## src/rtl/pipe_csel_adder_if.sv

```systemverilog
// -----------------------------------------------------------------------------
// pipe_csel_adder_if
//   Operand/result handshake bundle for the pipelined carry-select adder.
//
//   Input side  : i_valid / o_ready handshake carrying i_valA, i_valB,
//                 i_carry (add-mode carry-in) and i_sub (1 = A-B).
//   Output side : o_valid / i_ready handshake carrying o_sum and o_carry
//                 (o_carry in subtract mode means "no borrow").
//   o_overflow  : signed overflow flag, present only when CSEL_OVF_EN is
//                 defined.
//
//   Modports:
//     slave  - the adder itself (consumes operands, produces results)
//     master - whoever feeds operands and drains results
// -----------------------------------------------------------------------------
interface pipe_csel_adder_if #(
  parameter int AW = 16
);
  logic          i_valid;
  logic          o_ready;
  logic [AW-1:0] i_valA;
  logic [AW-1:0] i_valB;
  logic          i_carry;
  logic          i_sub;
  logic          o_valid;
  logic          i_ready;
  logic [AW-1:0] o_sum;
  logic          o_carry;
`ifdef CSEL_OVF_EN
  logic          o_overflow;
`endif

  modport slave (
    input  i_valid, i_valA, i_valB, i_carry, i_sub, i_ready,
    output o_ready, o_valid, o_sum, o_carry
`ifdef CSEL_OVF_EN
    , output o_overflow
`endif
  );

  modport master (
    output i_valid, i_valA, i_valB, i_carry, i_sub, i_ready,
    input  o_ready, o_valid, o_sum, o_carry
`ifdef CSEL_OVF_EN
    , input o_overflow
`endif
  );
endinterface

```

## src/rtl/pipe_csel_adder.sv

```systemverilog
// -----------------------------------------------------------------------------
// pipe_csel_adder
//   Pipelined carry-select adder/subtractor. The operand is cut into
//   NSEG = AW/SW segments; stage k resolves segment k by precomputing the
//   segment sum for carry-in 0 and 1 and picking one with the carry registered
//   by stage k-1 (stage 0 uses the operation carry-in). Latency is NSEG
//   cycles, throughput one operation per cycle, with full backpressure.
//
//   Parameters:
//     AW - operand/result width (multiple of SW)
//     SW - segment width; AW/SW is the pipeline depth (>= 1)
//
//   Ports:
//     i_clk   - clock, rising edge
//     i_rst_n - asynchronous active-low reset; flushes all in-flight data
//     bus     - pipe_csel_adder_if.slave (operand and result handshakes)
//
//   Optional feature (macro CSEL_OVF_EN):
//     adds bus.o_overflow, the registered signed two's-complement overflow of
//     the operation, aligned with o_sum.
// -----------------------------------------------------------------------------
module pipe_csel_adder #(
  parameter int AW = 16,
  parameter int SW = 4
) (
  input  logic                   i_clk,
  input  logic                   i_rst_n,
  pipe_csel_adder_if.slave       bus
);

  localparam int NSEG = AW / SW;

  // Per-stage registers. Each stage carries the full operand width; the
  // lower (already resolved) operand segments and the upper (not yet
  // resolved) sum segments are dead and get trimmed by synthesis.
  logic [AW-1:0]   aReg   [NSEG];
  logic [AW-1:0]   bReg   [NSEG];
  logic [AW-1:0]   sumReg [NSEG];
  logic [NSEG-1:0] carryReg;
  logic [NSEG-1:0] validReg;

  // Stage inputs (what each stage loads when the pipe advances)
  logic [AW-1:0]   inA    [NSEG];
  logic [AW-1:0]   inB    [NSEG];
  logic [AW-1:0]   inSum  [NSEG];
  logic [NSEG-1:0] inCarry;
  logic [NSEG-1:0] inValid;

  // Stage results after the carry select
  logic [AW-1:0]   nxtSum [NSEG];
  logic [NSEG-1:0] nxtCarry;

  logic            advEn;
  logic [AW-1:0]   bEff;
  logic            cinEff;

  // The whole pipe moves as one: it advances whenever the output register is
  // empty or being drained this cycle, which is also when input is accepted.
  assign advEn = !validReg[NSEG-1] || bus.i_ready;

  // Operand prep: subtract is A + ~B + 1, so i_carry is ignored in that mode.
  always_comb begin
    if (bus.i_sub) begin
      bEff   = ~bus.i_valB;
      cinEff = 1'b1;
    end else begin
      bEff   = bus.i_valB;
      cinEff = bus.i_carry;
    end
  end

  // Stage input routing: stage 0 takes the prepared operands, later stages
  // take the registers of the stage below.
  always_comb begin
    inA[0]     = bus.i_valA;
    inB[0]     = bEff;
    inSum[0]   = {AW{1'b0}};
    inCarry[0] = cinEff;
    inValid[0] = bus.i_valid;
    for (int k = 1; k < NSEG; k++) begin
      inA[k]     = aReg[k-1];
      inB[k]     = bReg[k-1];
      inSum[k]   = sumReg[k-1];
      inCarry[k] = carryReg[k-1];
      inValid[k] = validReg[k-1];
    end
  end

  // Carry-select per stage: both candidate sums are formed from the segment
  // operands only, the incoming carry just picks one.
  always_comb begin : stageSel
    logic [SW-1:0] segA;
    logic [SW-1:0] segB;
    logic [SW:0]   sum0;
    logic [SW:0]   sum1;
    logic [SW:0]   selSum;
    segA   = {SW{1'b0}};
    segB   = {SW{1'b0}};
    sum0   = {(SW+1){1'b0}};
    sum1   = {(SW+1){1'b0}};
    selSum = {(SW+1){1'b0}};
    for (int k = 0; k < NSEG; k++) begin
      segA = inA[k][k*SW +: SW];
      segB = inB[k][k*SW +: SW];
      sum0 = {1'b0, segA} + {1'b0, segB};
      sum1 = {1'b0, segA} + {1'b0, segB} + {{SW{1'b0}}, 1'b1};
      if (inCarry[k]) begin
        selSum = sum1;
      end else begin
        selSum = sum0;
      end
      nxtSum[k]               = inSum[k];
      nxtSum[k][k*SW +: SW]   = selSum[SW-1:0];
      nxtCarry[k]             = selSum[SW];
    end
  end

  // Pipeline registers: all stages load together on advance and hold
  // otherwise; bubbles travel as cleared valid bits.
  always_ff @(posedge i_clk or negedge i_rst_n) begin
    if (!i_rst_n) begin
      for (int k = 0; k < NSEG; k++) begin
        aReg[k]   <= {AW{1'b0}};
        bReg[k]   <= {AW{1'b0}};
        sumReg[k] <= {AW{1'b0}};
      end
      carryReg <= {NSEG{1'b0}};
      validReg <= {NSEG{1'b0}};
    end else if (advEn) begin
      for (int k = 0; k < NSEG; k++) begin
        aReg[k]   <= inA[k];
        bReg[k]   <= inB[k];
        sumReg[k] <= nxtSum[k];
      end
      carryReg <= nxtCarry;
      validReg <= inValid;
    end
  end

  assign bus.o_ready = advEn;
  assign bus.o_valid = validReg[NSEG-1];
  assign bus.o_sum   = sumReg[NSEG-1];
  assign bus.o_carry = carryReg[NSEG-1];

`ifdef CSEL_OVF_EN
  logic ovfNxt;
  logic ovfReg;

  // Carry into the MSB is recovered as a^b^s at that bit; overflow is that
  // carry disagreeing with the carry out of the MSB.
  always_comb begin
    ovfNxt = inA[NSEG-1][AW-1] ^ inB[NSEG-1][AW-1] ^ nxtSum[NSEG-1][AW-1]
           ^ nxtCarry[NSEG-1];
  end

  // Overflow flag travels with the last stage so it stays aligned with o_sum.
  always_ff @(posedge i_clk or negedge i_rst_n) begin
    if (!i_rst_n) begin
      ovfReg <= 1'b0;
    end else if (advEn) begin
      ovfReg <= ovfNxt;
    end
  end

  assign bus.o_overflow = ovfReg;
`endif

endmodule

```

## src/flat_wrapper.sv

```systemverilog
// flat-port wrapper written by rule: the top's interface ports become plain ports
module pipe_csel_adder_flat 
#(
  parameter int AW = 16,
  parameter int SW = 4
)
  (i_clk, i_rst_n, bus_i_valid, bus_i_valA, bus_i_valB, bus_i_carry, bus_i_sub, bus_i_ready, bus_o_ready, bus_o_valid, bus_o_sum, bus_o_carry);
  pipe_csel_adder_if #(.AW(AW)) bus_i ();
  input  logic i_clk;
  input  logic i_rst_n;
  input wire logic [$bits(bus_i.i_valid)-1:0] bus_i_valid;
  input wire logic [$bits(bus_i.i_valA)-1:0] bus_i_valA;
  input wire logic [$bits(bus_i.i_valB)-1:0] bus_i_valB;
  input wire logic [$bits(bus_i.i_carry)-1:0] bus_i_carry;
  input wire logic [$bits(bus_i.i_sub)-1:0] bus_i_sub;
  input wire logic [$bits(bus_i.i_ready)-1:0] bus_i_ready;
  output wire logic [$bits(bus_i.o_ready)-1:0] bus_o_ready;
  output wire logic [$bits(bus_i.o_valid)-1:0] bus_o_valid;
  output wire logic [$bits(bus_i.o_sum)-1:0] bus_o_sum;
  output wire logic [$bits(bus_i.o_carry)-1:0] bus_o_carry;
  assign bus_i.i_valid = bus_i_valid;
  assign bus_i.i_valA = bus_i_valA;
  assign bus_i.i_valB = bus_i_valB;
  assign bus_i.i_carry = bus_i_carry;
  assign bus_i.i_sub = bus_i_sub;
  assign bus_i.i_ready = bus_i_ready;
  assign bus_o_ready = bus_i.o_ready;
  assign bus_o_valid = bus_i.o_valid;
  assign bus_o_sum = bus_i.o_sum;
  assign bus_o_carry = bus_i.o_carry;
  pipe_csel_adder #(.AW(AW), .SW(SW)) u_core (.i_clk(i_clk), .i_rst_n(i_rst_n), .bus(bus_i));
endmodule
```

## config.mk

```make
export PLATFORM = sky130hd
export DESIGN_NAME = pipe_csel_adder_flat
export DESIGN_NICKNAME = d
export VERILOG_FILES = /design/src/rtl/pipe_csel_adder_if.sv /design/src/rtl/pipe_csel_adder.sv /design/src/flat_wrapper.sv
export SDC_FILE = /design/constraint.sdc
export NUM_CORES = 1
export LEC_CHECK = 0
export CORE_ASPECT_RATIO = 0.8
export CORE_MARGIN = 10
export CORE_UTILIZATION = 41
export CTS_CLUSTER_DIAMETER = 40
export DETAILED_ROUTE_END_ITERATION = 8
export SLEW_MARGIN = 15
export SYNTH_ARGS = -nofsm -noshare
export SYNTH_HDL_FRONTEND = slang
export SYNTH_SLANG_ARGS = --single-unit
```

## constraint.sdc

```tcl
create_clock -name i_clk -period 4.05 [get_ports i_clk]
set_clock_uncertainty 0.05 [all_clocks]
set_input_delay 0.81 -clock i_clk [delete_from_list [all_inputs] [get_ports i_clk]]
set_output_delay 0.81 -clock i_clk [all_outputs]
set_load 0.02 [all_outputs]
```

After elaboration in Yosys (flattened, before gate mapping)
Index checks and enable logic that the tools add are counted.
{"block": "op_classes", "n_mul": 0, "magnitude_cmp": 0, "n_bitwise": 1, "div_mod_pow": 0, "eq_ne": 0, "reduce_logical": 2, "muxes": 6, "add_sub_neg": 8, "shifts": 0}
{"operator": "$add 4x4->5", "count": 4}
{"operator": "$add 5x1->5 const B", "count": 4}
{"operator": "$mux 5", "count": 4}
{"operator": "$mux 16", "count": 1}
{"operator": "$not 16->16", "count": 1}
{"operator": "$logic_not 1->1", "count": 1}
{"operator": "$logic_or 1x1->1", "count": 1}
{"operator": "$mux 1", "count": 1}
{"block": "word_totals", "register_bits": 144, "rom_bits": 0, "wordCells": 29, "ramBits": 0, "inputBits": 38, "latchBits": 0, "memories": 0}

Depth between registers and ports, before layout
{"block": "logic_depth", "word_depth": 5, "depth_mapped": 10, "depth_no_buf": 8}

Least setup slack after synthesis
Ideal clock, no wire load.
{"block": "synth_path", "path_type": "input-to-reg", "from": "input port bus_i_sub", "to": "register u_core.carryReg[0]", "t_arrival_ns": 2.930, "slack_ns": 0.975, "required_time_ns": 3.905, "path_buffers": 2, "cell_stages": 10, "path_cell_list": "buf_2 buf_2 xor2_1 ha_1 fa_1 ha_1 o21ai_0 nand2b_1 o31a_1 o31ai_1"}
{"block": "synth_between", "elab_chain_len": 4}
{"element": "start: declaration", "line_no": "flat_wrapper.sv:15", "rtl": "input wire logic [$bits(bus_i.i_sub)-1:0] bus_i_sub;"}
{"element": "$mux 16", "line_no": "pipe_csel_adder.sv:63", "rtl": "if (bus.i_sub) begin"}
{"element": "$add 4x4->5", "line_no": "pipe_csel_adder.sv:105, pipe_csel_adder.sv:106"}
{"element": "$add 5x1->5", "line_no": "pipe_csel_adder.sv:106", "rtl": "sum1 = {1'b0, segA} + {1'b0, segB} + {{SW{1'b0}}, 1'b1};"}
{"element": "$mux 5 *", "line_no": "pipe_csel_adder.sv:107", "rtl": "if (inCarry[k]) begin"}
{"element": "end signal: assignment", "line_no": "pipe_csel_adder.sv:127", "rtl": "carryReg <= {NSEG{1'b0}};"}
{"element": "end signal: assignment", "line_no": "pipe_csel_adder.sv:135", "rtl": "carryReg <= nxtCarry;"}
{"element": "end: declaration", "line_no": "pipe_csel_adder.sv:39", "rtl": "logic [NSEG-1:0] carryReg;"}
Every way passes the cells marked *; elsewhere a longest branch is shown, timed or not.
A chain may end at the register's enable or synchronous reset.

Worst setup path after layout
Ends and elaborated chain as after synthesis.

==> flow_metrics.py <==
metrics = {
    "synthesis": {
        "ys_ff_latch": 96,
        "synthArstFlopShare": 1.00,
        "synth_cells": 496,
        "synth_area_leaders": "dfrtp_1 (53%), nand2_1 (19%), ha_1 (5.6%)",
        "yosysUniqueCellTypes": 31,
        "synth_nets": 558,
        "synth_edf_count": 0,
        "synth_area_sq_um": 4500,
        "synth.top_cell.area_share": 0.534,
        "synth_area_leader_cell": "dfrtp_1",
        "synth_seq_area_share": 0.534,
        "avgSynthCellArea_sq_um": 9.07,
        "synth_commonest_cells": "nand2_1 (224), dfrtp_1 (96), o21ai_0 (26)",
        "yosysMostFrequentCell": "nand2_1",
        "synthFlopType": "dfrtp_1",
        "ys_warn_count": 0,
    },
    "global_routing": {
        "grt-ovfl-total": 0,
        "grt_max_degree": 79,
        "grt_usage": 0.116,
        "grt_util_met2": 0.191,
        "grtUsageMet3": 0.0325,
        "grt.busiest_layer": "met2",
        "antenna_found_initial": 0,
        "first_global_vias": 3338,
        "grt_use_met1": 0.144,
        "grt_first_pass_wirelength_um": 14900,
    },
    "floorplan": {
        "dieArea_sq_um": 15600,
        "die-width_um": 137,
        "core_sq_um": 10800,
        "initial_core_util": 0.417,
        "io_pins": 57,
        "num_rows": 34,
        "die_h_um": 114,
    },
    "place": {
        "dpl_cell_area_sq_um": 5190,
        "hpwlAfterDp_um": 5850,
        "place.gp.congestion": 0.809,
        "io_buffers": 56,
        "placedCellCount": 678,
    },
    "detailed_routing": {
        "ant_nets": 0,
        "drc_errors": 0,
        "wl_um": 8600,
        "first_pass_iters": 4,
        "viasPerCell": 4.73,
        "wl_per_cell_um": 12.4,
        "vias": 3284,
        "drtIter0Drc": 210,
    },
    "timing": {
        "slew_headroom": 0.377,
        "rsz0062_at_grt": "no",
        "fmax_mhz": 334,
        "fin_crit_ns": 3.00,
        "worst_slew_pin_slew_ns": 0.934,
        "fin_crit_sh": 0.740,
        "finalHoldViolCount": 0,
        "finalSetupTns_ns": 0,
        "slew_violations": 0,
        "setup_viol": 0,
    },
    "clocking": {
        "htree_levels": 3,
        "cts_setup_buffers": 0,
        "cts-root-buf": "clkbuf_16",
        "cts_sinks": 96,
        "postCtsHoldBufs": 0,
        "cts_tree": "yes",
        "clkSlewWorstSetupHoldPaths_ns": 0.06,
        "cts.repair.resized": 0,
        "clk_path_buf_depth": 2,
        "cts_buffers": 9,
        "clock_latency_ns": 0.33,
    },
    "worst_setup_path": {
        "crit_arrival_ns": 3.19,
        "endpoint_kind": "flip-flop",
        "cp.required_ns": 4.24,
        "critPathKind": "in -> reg",
        "cp_max_fo": 4,
        "reg2regPathDepth": 7,
        "start_kind": "primary input",
    },
    "job": {
        "cap_violations": 0,
    },
    "outcome": {
        "status": "finished, final reports clean",
    },
    "cells_and_area": {
        "drive_gt1_frac": 0.0436,
        "antenna_cells": 0,
        "finalNonFillerCells": 694,
        "area.growth.synth_to_final_pct": 22.4,
        "utilization": 0.510,
        "layout.nets": 607,
        "final_area_sq_um": 5510,
        "fillers": 1055,
    },
    "power": {
        "p_leak_nw": 2.65,
        "power_density_nw_per_um2": 763,
        "peakVddDrop_v": 0.000310,
    },
    "min_path": {
        "hold_class": "reg -> reg",
        "holdPathStages": 2,
    },
}
cells by family (layout without fill, tap and decap cells):
group | after synthesis | after routing | share of synthesized area
AOI/OAI and AO/OA | 55 | 55 | 0.0692
xor gates and xnor gates | 26 | 26 | 0.0537
adders and majority gates | 24 | 24 | 0.0734
buffers and inverters | 28 | 82 | 0.0245
DFF | 96 | 96 | 0.534
muxes | 5 | 5 | 0.0114
and+or+nand+nor | 262 | 262 | 0.234
final timing paths:
| kind | startpoint | to | slack, ns |
|---|---|---|---|
| worst max register to register | u_core.bReg[52] | u_core.carryReg[1] | 1.74 |
| worst min-delay path | u_core.bus.o_sum[3] | u_core.bus.o_sum[3] | 0.41 |
| worst max-delay path | bus_i_sub | u_core.carryReg[0] | 1.05 |
| worst min register to register | u_core.bus.o_sum[3] | u_core.bus.o_sum[3] | 0.41 |
| max in group asynchronous | i_rst_n | u_core.inSum[23] | 2.52 |
| min in group asynchronous | i_rst_n | u_core.validReg[2] | 0.56 |
cells in the final DEF (no fill, tap or decap), types with 4 or more instances in the layout:
cell / count
fa_1: 4
nor4_1: 4
o21ai_0: 26
clkbuf_16: 9
clkdlybuf4s50_1: 55
nand3_1: 7
and3_1: 4
nor2_1: 6
nor3_1: 6
a21oi_1: 17
o31ai_1: 4
xnor2_1: 18
ha_1: 20
nand2_1: 224
inv_1: 4
dfrtp_1: 96
buf_4: 6
xor2_1: 7
mux2i_1: 4
o31a_1: 4
worst max-delay path, stage by stage:
cell             delay [ns]
clkdlybuf4s50_1        0.50
xor2_1                 0.20
ha_1                   0.22
fa_1                   0.53
ha_1                   0.15
o21ai_0                0.11
nand2b_1               0.20
o31a_1                 0.25
o31ai_1                0.21
cell type report:
type | count | area [sq um] | area share
sequential | 96 | 2400 | 0.436
clock inverter | 5 | 81.3 | 0.0148
multi-input combinational | 372 | 2000 | 0.362
timing repair buffer | 61 | 596 | 0.108
tap | 144 | 180 | 0.0327
clock buffer | 11 | 233 | 0.0423
inverter | 5 | 18.8 | 0.00341
per-layer routing:
metal / wire length [um] / up-vias / part of all wire
met1: 4260 / 1524 / 0.49
met2: 3900 / 50 / 0.45
met4: 89 / 0 / 0.010
met3: 347 / 6 / 0.040
met5: 0 / - / 0
li1: - / 1704 / -
flip-flops by register name (all words and copies together) (netlist names):
signal / flops
u_core.bReg: 24
u_core.inSum: 24
u_core.aReg: 24
u_core.carryReg: 4
u_core.bus.o_sum: 16
u_core.validReg: 4
report_power, final:
| part | internal (mW) | switching (mW) | total (mW) |
|---|---|---|---|
| Sequential | 1.39 | 0.248 | 1.64 |
| Combinational | 0.747 | 0.933 | 1.68 |
| Clock | 0.541 | 0.343 | 0.884 |
per-stage QoR:
step	hold slack [ns]	total power [mW]	setup slack (ns)
6_report	0.411	4.20	1.05
5_1_grt	0.437	4.59	0.926
4_1_cts	0.416	4.27	1.04
3_5_place_dp	0.404	3.36	0.696
3_3_place_gp	0.398	3.30	0.730
2_1_floorplan	0.380	2.83	0.975
No activity file was read; power rests on OpenSTA's default activity.
